## src/rtl/ucode_pkg.sv

```systemverilog
// Shared micro-code definitions: control word layout, micro-address map and
// datapath select encodings for the multicycle ARM control unit.
package ucode_pkg;

  typedef logic [4:0] uaddr_t;

  localparam uaddr_t UA_FETCH    = 5'd0;
  localparam uaddr_t UA_DECODE   = 5'd1;
  localparam uaddr_t UA_MEMADR   = 5'd2;
  localparam uaddr_t UA_MEMREAD  = 5'd3;
  localparam uaddr_t UA_MEMWB    = 5'd4;
  localparam uaddr_t UA_MEMWRITE = 5'd5;
  localparam uaddr_t UA_EXECUTER = 5'd6;
  localparam uaddr_t UA_EXECUTEI = 5'd7;
  localparam uaddr_t UA_ALUWB    = 5'd8;
  localparam uaddr_t UA_BRANCH   = 5'd9;
  localparam uaddr_t UA_BL       = 5'd10;
  localparam uaddr_t UA_MEMREADB = 5'd11;
  localparam uaddr_t UA_DISP_MEM = 5'd30;
  localparam uaddr_t UA_DISP_DEC = 5'd31;

  typedef enum logic {
    SRCA_REG = 1'b0,
    SRCA_PC  = 1'b1
  } srca_e;

  typedef enum logic [1:0] {
    SRCB_REG  = 2'b00,
    SRCB_IMM  = 2'b01,
    SRCB_FOUR = 2'b10
  } srcb_e;

  typedef enum logic [1:0] {
    RES_ALUOUT = 2'b00,
    RES_DATA   = 2'b01,
    RES_ALU    = 2'b10
  } res_e;

  typedef struct packed {
    uaddr_t next;
    logic   adr_src;
    srca_e  alu_src_a;
    srcb_e  alu_src_b;
    logic   alu_op;
    res_e   result_src;
    logic   ir_write;
    logic   next_pc;
    logic   reg_w;
    logic   mem_w;
    logic   branch;
    logic   link;
    logic   byte_acc;
  } ctrl_word_t;

  // Dispatch codes must be replaced by the resolver; seeing one here is an error.
  function automatic logic is_dispatch(input uaddr_t a);
    return (a == UA_DISP_DEC) || (a == UA_DISP_MEM);
  endfunction

endpackage

```

## src/rtl/control_store.sv

```systemverilog
// 32-word combinational micro-code ROM; unused addresses read as an all-zero word.
module control_store
  import ucode_pkg::*;
(
  input  logic [4:0] addr_i,
  output ctrl_word_t word_o
);

  // ROM contents, one micro-step per address.
  always_comb begin
    word_o = '0;
    case (addr_i)
      UA_FETCH: begin
        word_o.alu_src_a  = SRCA_PC;
        word_o.alu_src_b  = SRCB_FOUR;
        word_o.result_src = RES_ALU;
        word_o.ir_write   = 1'b1;
        word_o.next_pc    = 1'b1;
        word_o.next       = UA_DECODE;
      end
      UA_DECODE: begin
        word_o.alu_src_a  = SRCA_PC;
        word_o.alu_src_b  = SRCB_FOUR;
        word_o.result_src = RES_ALU;
        word_o.next       = UA_DISP_DEC;
      end
      UA_MEMADR: begin
        word_o.alu_src_b = SRCB_IMM;
        word_o.next      = UA_DISP_MEM;
      end
      UA_MEMREAD: begin
        word_o.adr_src = 1'b1;
        word_o.next    = UA_MEMWB;
      end
      UA_MEMWB: begin
        word_o.result_src = RES_DATA;
        word_o.reg_w      = 1'b1;
        word_o.next       = UA_FETCH;
      end
      UA_MEMWRITE: begin
        word_o.adr_src = 1'b1;
        word_o.mem_w   = 1'b1;
        word_o.next    = UA_FETCH;
      end
      UA_EXECUTER: begin
        word_o.alu_op = 1'b1;
        word_o.next   = UA_ALUWB;
      end
      UA_EXECUTEI: begin
        word_o.alu_src_b = SRCB_IMM;
        word_o.alu_op    = 1'b1;
        word_o.next      = UA_ALUWB;
      end
      UA_ALUWB: begin
        word_o.reg_w = 1'b1;
        word_o.next  = UA_FETCH;
      end
      UA_BRANCH: begin
        word_o.alu_src_b  = SRCB_IMM;
        word_o.result_src = RES_ALU;
        word_o.branch     = 1'b1;
        word_o.next       = UA_FETCH;
      end
      UA_BL: begin
        word_o.alu_src_b  = SRCB_IMM;
        word_o.result_src = RES_ALU;
        word_o.branch     = 1'b1;
        word_o.link       = 1'b1;
        word_o.reg_w      = 1'b1;
        word_o.next       = UA_FETCH;
      end
      UA_MEMREADB: begin
        word_o.adr_src  = 1'b1;
        word_o.byte_acc = 1'b1;
        word_o.next     = UA_MEMWB;
      end
      default: begin
        word_o = '0;
      end
    endcase
  end

endmodule

```

## src/rtl/micro_sequencer.sv

```systemverilog
// Micro-program sequencer: uPC register, stall/reset strobe masking and
// unresolved-dispatch detection around the control store.
module micro_sequencer
  import ucode_pkg::*;
(
  input  logic       clk,
  input  logic       reset,
  input  logic       stall,
  input  logic [4:0] resolved_adr,
  output logic [4:0] next_field,
  output logic [4:0] upc,
  output logic       adr_src,
  output logic       alu_src_a,
  output logic [1:0] alu_src_b,
  output logic       alu_op,
  output logic [1:0] result_src,
  output logic       ir_write,
  output logic       next_pc,
  output logic       reg_w,
  output logic       mem_w,
  output logic       branch,
  output logic       link,
  output logic       byte_acc,
  output logic       ucode_err
);

  uaddr_t     upc_q;
  uaddr_t     upc_d;
  ctrl_word_t word_s;
  logic       arch_mask_s;
  logic       rst_mask_s;

  control_store u_store (
    .addr_i (upc_q),
    .word_o (word_s)
  );

  // Next uPC: hold on stall, fall back to FETCH on an unresolved dispatch code.
  always_comb begin
    upc_d = upc_q;
    if (stall) begin
      upc_d = upc_q;
    end else if (is_dispatch(resolved_adr)) begin
      upc_d = UA_FETCH;
    end else begin
      upc_d = resolved_adr;
    end
  end

  // uPC register.
  always_ff @(posedge clk or negedge reset) begin
    if (!reset) begin
      upc_q <= UA_FETCH;
    end else begin
      upc_q <= upc_d;
    end
  end

  // Reset kills every strobe; stall only kills those that change architectural state.
  assign rst_mask_s  = ~reset;
  assign arch_mask_s = ~reset | stall;

  assign upc        = upc_q;
  assign next_field = word_s.next;
  assign adr_src    = word_s.adr_src;
  assign alu_src_a  = word_s.alu_src_a;
  assign alu_src_b  = word_s.alu_src_b;
  assign alu_op     = word_s.alu_op;
  assign result_src = word_s.result_src;
  assign ir_write   = word_s.ir_write & ~arch_mask_s;
  assign next_pc    = word_s.next_pc  & ~arch_mask_s;
  assign reg_w      = word_s.reg_w    & ~arch_mask_s;
  assign mem_w      = word_s.mem_w    & ~arch_mask_s;
  assign branch     = word_s.branch   & ~arch_mask_s;
  assign link       = word_s.link     & ~rst_mask_s;
  assign byte_acc   = word_s.byte_acc & ~rst_mask_s;
  assign ucode_err  = ~stall & is_dispatch(resolved_adr);

endmodule

```

## config.mk

```make
export PLATFORM = sky130hd
export DESIGN_NAME = micro_sequencer
export DESIGN_NICKNAME = d
export VERILOG_FILES = /design/src/rtl/ucode_pkg.sv /design/src/rtl/control_store.sv /design/src/rtl/micro_sequencer.sv
export SDC_FILE = /design/constraint.sdc
export NUM_CORES = 1
export LEC_CHECK = 0
export CAP_MARGIN = 30
export CORE_MARGIN = 1.5
export CORE_UTILIZATION = 35
export CTS_CLUSTER_DIAMETER = 100
export DETAILED_ROUTE_END_ITERATION = 8
export GPL_ROUTABILITY_DRIVEN = 0
export PLACE_DENSITY = 0.77
export SYNTH_ARGS = -nofsm -noshare
export SYNTH_HDL_FRONTEND = slang
export SYNTH_SLANG_ARGS = --single-unit
```

## constraint.sdc

```tcl
create_clock -name clk -period 1.9 [get_ports clk]
set_input_delay 0.38 -clock clk [delete_from_list [all_inputs] [get_ports clk]]
set_output_delay 0.38 -clock clk [all_outputs]
set_load 0.02 [all_outputs]
```

==> impl_metrics.json, run 1 <==
{
  "outcome": "completed",
  "htree_levels": 1,
  "leakage_nw": 0.423,
  "overflow": 0,
  "synth_cell_type_count": 27,
  "clkLatencyLatePin_ns": 0.24,
  "grt_pass1_wl_mm": 2.64,
  "maxSlewHeadroom": 0.827,
  "synthCells": 61,
  "final.setup.tns_ns": 0,
  "final_antenna_net_count": 0,
  "syn_avg_cell_area_um2": 8.66,
  "ioPinCount": 33,
  "crit_chain": "or3b_4, a211oi_2, buf_4",
  "synthMuxAreaShare": 0.0758,
  "drive_gt1_frac": 0.524,
  "maxSlewViolCount": 0,
  "largest_reg_flops": 5,
  "grt_pass1_vias": 606,
  "synth-xor-area-share": 0.0498,
  "ys.warnings.count": 0,
  "root_buffer": "clkbuf_4",
  "dieArea_um2": 1750,
  "cp-startpoint": "upc[1]$_DFFE_PN0N_",
  "post_cts_buffers": 0,
  "hold_path.class": "in2async",
  "die_y_um": 41.8,
  "fmax_ghz": 0.535,
  "syn_nets": 69,
  "synth_compound_area_frac": 0.0924,
  "fillCellCount": 123,
  "antenna_found_initial": 0,
  "cts_tree": "done",
  "ys_ff_latch": 5,
  "viasPerCell": 5.09,
  "cp_slowest_cell": "or3b_4",
  "cp-end-kind": "output port",
  "r2r_cells": 3,
  "hpwl_mm": 1.21,
  "drt-initial-drc-count": 10,
  "core_area_um2": 1350,
  "ir_drop_v": 0.000449,
  "critPathKind": "reg2out",
  "hold_violations": 0,
  "crit_required_ns": 1.52,
  "clockBufferDepth": 2,
  "max_stage_delay_ns": 0.45,
  "skew_ns": 0,
  "path_max_fanout": 6,
  "synthesis.area_um2": 528,
  "cts_buffers": 3,
  "finalCritPeriodShare": 0.984,
  "fp.dieW_um": 41.8,
  "cp_data_arrival_time_ns": 1.49,
  "reg2reg_to": "upc[3]$_DFFE_PN0N_",
  "floorplan.initialDensity": 0.391,
  "clk_pin_slew_ns": 0.04,
  "maxCapViolCount": 0,
  "wire_per_inst_um": 12.8,
  "synth_fa_ha_area_frac": 0,
  "period_minus_slack_ns": 1.87,
  "drc": 0,
  "rr_startpoint": "upc[3]$_DFFE_PN0N_",
  "tightest_slew_ns": 0.257,
  "grt_use_total": 0.192,
  "drt-total-wl_mm": 1.54,
  "num_rows": 13,
  "setup_violations": 0,
  "powerDensity_nw_per_um2": 601,
  "area_growth_pct": 72.7,
  "antennaDiodeCount": 0,
  "synth_top_family_by_area": "simple AND/OR/NAND/NOR gates",
  "grt_max_degree": 14,
  "drtPass1Iterations": 4,
  "rrSetupSlack_ns": 0.98,
  "nNetsFinal": 114,
  "rsz0062_at_grt": "true",
  "synthSimpleGateAreaFrac": 0.405,
  "critPathLaunchType": "register",
  "io_buffers": 32,
  "power.total_w": 0.000548,
  "ys_seq_area_frac": 0.237,
  "num_vias": 611,
  "cts_sinks": 5
}
stage by stage:
step	setup slack [ns]	util	instance area (µm²)	std cells	hold slack, ns
2_1_floorplan	-0.0343	-	552	61	0.0844
3_3_place_gp	-0.582	0.698	942	116	0.664
3_5_place_dp	-0.588	0.698	942	116	0.677
4_1_cts	0.000176	0.687	927	120	0.161
5_1_grt	-0.0594	0.676	912	120	0.179
6_report	0.0308	0.676	912	120	0.166
worst max-delay path, delay by kind of cell, from the launching register on:
kind                   cells  cell delay (ns)
buffers and inverters      1             0.17
DFF                        1             0.44
and+or+nand+nor            1             0.45
AOI/OAI and AO/OA          1             0.19
layer usage:
layer  GRT usage  part of all wire
met5           0                 0
met1       0.197              0.39
met4      0.0581                 0
met2       0.375              0.55
met3      0.0435             0.059
cells in the mapped netlist:
master | count | area share
nor2_1 | 7 | 0.050
nand3_1 | 1 | 0.0095
a21oi_1 | 2 | 0.019
nor2b_1 | 2 | 0.024
nand4_1 | 1 | 0.012
o31a_1 | 1 | 0.017
nor3_1 | 5 | 0.047
nor4_2 | 1 | 0.024
inv_1 | 1 | 0.0071
nand4b_1 | 1 | 0.017
dfrtp_1 | 5 | 0.24
buf_4 | 5 | 0.071
or3b_1 | 2 | 0.033
buf_6 | 2 | 0.043
nor3_2 | 2 | 0.038
and4bb_1 | 1 | 0.024
nand2_1 | 3 | 0.021
nand2b_1 | 2 | 0.024
buf_2 | 2 | 0.019
nor3b_2 | 1 | 0.024
or2b_1 | 1 | 0.014
nor4_1 | 2 | 0.024
mux2i_1 | 4 | 0.076
or3b_4 | 1 | 0.021
o21ai_0 | 1 | 0.0095
xnor2_1 | 3 | 0.050
a211oi_2 | 2 | 0.047
cell families after synthesis:
logic type      count (synthesis)
buf+inv                        10
flops                           5
mux                             4
compound gates                  6
simple gates                   33
xor+xnor                        3
report_power, final:
| group | leakage (nW) | total [W] | internal [W] | switching (W) |
|---|---|---|---|---|
| clock network | 0.0150 | 0.000122 | 0.0000793 | 0.0000424 |
| logic | 0.351 | 0.000291 | 0.000140 | 0.000152 |
| registers | 0.0565 | 0.000135 | 0.000120 | 0.0000155 |
| total | 0.423 | 0.000548 | 0.000339 | 0.000209 |
how the worst max path moves through the flow:
| stage | depth (start not counted) | to | slack, ns |
|---|---|---|---|
| CTS | 3 | adr_src | 0.0002 |
| global route | 3 | adr_src | -0.06 |
| global placement | 4 | reg_w | -0.58 |
| finish | 3 | reg_w | 0.03 |
| floorplan | 4 | next_pc | -0.03 |
| detailed placement | 4 | reg_w | -0.59 |
layout by cell type, fill, tap and decap left out, types with 2 or more instances in the layout:
cell type        count
clkdlybuf4s50_1     10
clkbuf_4             3
nor2b_1              2
clkbuf_2             6
nand2_1              3
nor2_1               7
nor3_2               3
dlygate4sd2_1        3
mux2i_1              4
or3b_4               2
xnor2_1              2
buf_4               26
a211oi_2             2
nor3_1               4
dfrtp_1              2
nand2b_1             2
buf_2                4
dfrtp_2              3
what timing repair did:
item                                   in CTS  in global routing
setup endpoints to repair                  21                 17
endpoints found under the hold margin       0                  0
gates cloned                                0                  0
hold buffers                                0                  0
gates resized for setup                    71                 23
pin swaps                                   2                  3
layout make-up:
cell class	instances	area, µm²	share of cell area
clock buffers	4	26.3	0.0288
inverters	1	3.75	0.00412
multi-input cells	46	363	0.398
flip-flops and latches	5	129	0.141
well taps	15	18.8	0.0206
repair buffers	49	372	0.407
No activity file was read; power rests on OpenSTA's default activity.
==> run 2, diff against run 1 <==
--- a/config.mk
+++ b/config.mk
@@ -5,13 +5,14 @@
 export SDC_FILE = /design/constraint.sdc
 export NUM_CORES = 1
 export LEC_CHECK = 0
+export ABC_AREA = 1
 export CAP_MARGIN = 30
 export CORE_MARGIN = 1.5
-export CORE_UTILIZATION = 35
+export CORE_UTILIZATION = 33
 export CTS_CLUSTER_DIAMETER = 100
 export DETAILED_ROUTE_END_ITERATION = 8
 export GPL_ROUTABILITY_DRIVEN = 0
-export PLACE_DENSITY = 0.77
+export PLACE_DENSITY = 0.76
 export SYNTH_ARGS = -nofsm -noshare
 export SYNTH_HDL_FRONTEND = slang
 export SYNTH_SLANG_ARGS = --single-unit
==> impl_metrics.json, run 2 <==
{
  "drt-total-wl_mm": 1.44,
  "wl_met3_um": 93,
  "final.setup.tns_ns": 0,
  "leakage_nw": 0.472,
  "fin_area_um2": 853,
  "route.met2.wl_um": 836,
  "cp-end-kind": "output port",
  "yosys_most_used_dff": "dfrtp_1",
  "cts_tree": "done",
  "cp_slowest_cell": "dfrtp_1",
  "ioPinCount": 33,
  "layout_common_cells": "nand2_1 (22), clkdlybuf4s50_1 (12), buf_4 (12)",
  "synthesis.area_um2": 475,
  "clkLatencyLatePin_ns": 0.25,
  "ys_ff_latch": 5,
  "ys_seq_area_frac": 0.263,
  "ir_drop_v": 0.000408,
  "syn_nets": 88,
  "fp.dieW_um": 41.0,
  "wire_per_inst_um": 10.3,
  "drtPass1Iterations": 2,
  "area_growth_pct": 79.5,
  "cp_top_family": "buffers and inverters",
  "rr_startpoint": "upc[2]$_DFFE_PN0N_",
  "htree_levels": 1,
  "maxSlewViolCount": 0,
  "powerDensity_nw_per_um2": 581,
  "core_area_um2": 1320,
  "grt_use_total": 0.200,
  "hold_path.class": "in2async",
  "clk_pin_slew_ns": 0.04,
  "period_minus_slack_ns": 1.84,
  "final_antenna_net_count": 0,
  "skew_ns": 0,
  "synth_top_area_cell": "dfrtp_1",
  "viasPerCell": 4.83,
  "synth_top_area_frac": 0.263,
  "fin_util": 0.648,
  "cts_buffers": 3,
  "fillCellCount": 121,
  "fmax_ghz": 0.545,
  "cts_sinks": 5,
  "tightest_slew_ns": 0.345,
  "drt-initial-drc-count": 1,
  "max_stage_delay_ns": 0.42,
  "outcome": "completed",
  "post_cts_buffers": 0,
  "wl_met1_um": 502,
  "synth_most_common_cell": "nand2_1",
  "place_area_um2": 882,
  "drive_gt1_frac": 0.379,
  "maxCapViolCount": 0,
  "nNetsFinal": 133,
  "crit_chain": "inv_2, nand4_1, buf_4, nand2_1, clkdlybuf4s15_1",
  "rsz0062_at_grt": "false",
  "top_layer_used": "met4",
  "synth_cell_type_count": 16,
  "finalCritPeriodShare": 0.966,
  "floorplan.initialDensity": 0.361,
  "grt_pass1_vias": 569,
  "final_common_cell": "nand2_1",
  "overflow": 0,
  "io_buffers": 32,
  "antennaDiodeCount": 0,
  "grt_pass1_wl_mm": 2.21,
  "synthCells": 80,
  "hpwl_mm": 1.24,
  "cp_data_arrival_time_ns": 1.46,
  "drc": 0,
  "grt_max_degree": 11,
  "largest_reg_flops": 5,
  "num_vias": 672,
  "synth_edf_count": 0,
  "num_rows": 13,
  "root_buffer": "clkbuf_4",
  "syn_avg_cell_area_um2": 5.94,
  "path_max_fanout": 8,
  "dieArea_um2": 1680,
  "cts_hold_buf": 0,
  "cp-startpoint": "upc[4]$_DFFE_PN0N_",
  "power.total_w": 0.000496,
  "antenna_found_initial": 0,
  "critPathKind": "reg2out",
  "crit_required_ns": 1.52,
  "setup_violations": 0,
  "ys.warnings.count": 0,
  "clockBufferDepth": 2,
  "maxSlewHeadroom": 0.769,
  "die_y_um": 41.0,
  "ys_top_cells_by_count": "nand2_1 (23), nand3_1 (10), nor2_1 (9), inv_2 (7)",
  "hold_violations": 0,
  "critPathLaunchType": "register",
  "synth_area_leaders": "dfrtp_1 (26%), nand2_1 (18%), nand3_1 (11%), nor2_1 (7.1%), inv_2 (5.5%)",
  "synthArstFlopShare": 1.00,
  "cp_num_buf_inv": 3
}
run 2: cell types whose count changed after synthesis, sizes merged, moves of 4 or more:
cell / before / now
nor2: 7 / 14
mux2i: 4 / 0
inv: 1 / 12
nand3: 1 / 10
buf: 9 / 4
nor3: 7 / 3
nand2: 3 / 24
run 2: worst paths after layout:
check                           slack [ns]  cells after the start                  to
worst max-delay path                  0.06                      5             adr_src
worst min-delay path                  0.50                      2  upc[1]$_DFFE_PN0N_
worst max register to register        1.08                      3  upc[2]$_DFFE_PN0N_
worst min register to register        0.65                      2  upc[1]$_DFFE_PN0N_
max in group asynchronous             1.28                      2  upc[2]$_DFFE_PN0N_
min in group clk                      0.65                      2  upc[1]$_DFFE_PN0N_
run 2: metal layers:
metal / vias up / global-route usage
li1: 340 / -
met1: 302 / 0.189
met2: 28 / 0.398
met3: 2 / 0.0326
met4: 0 / 0.100
met5: - / 0
run 2: report_power, final:
group	switching, W	leakage [nW]	internal [W]
clock	0.0000440	0.0150	0.0000794
sequential	0.0000213	0.0579	0.000118
combinational	0.000132	0.399	0.000101
total	0.000197	0.472	0.000299
run 2: timing repair:
action,CTS,global route
gates cloned,0,0
setup endpoints to repair,20,18
pin swaps,0,0
gates resized for setup,35,23
run 2: cells by family (layout without fill, tap and decap cells):
kind of cell,after synthesis,after routing,synth area share
AND/OR/NAND/NOR,52,52,0.492
flip-flops,5,5,0.263
AO/OA/AOI/OAI,7,7,0.0921
buffers and inverters,16,60,0.153
run 2: final cells by class:
cell class              count  area, µm²  area share
multi-input cells          59        290       0.340
inverters                  12       45.0      0.0528
clock buffers               4       26.3      0.0308
well taps                  15       18.8      0.0220
repair buffers             44        344       0.403
flip-flops and latches      5        129       0.151
run 2: through the flow:
step           std cells  hold slack [ns]  setup WS, ns
6_report             139            0.502        0.0649
3_5_place_dp         135            0.655        -0.408
5_1_grt              139            0.524       0.00570
4_1_cts              139            0.500       0.00407
3_3_place_gp         135            0.636        -0.352
2_1_floorplan         80           0.0844         0.162
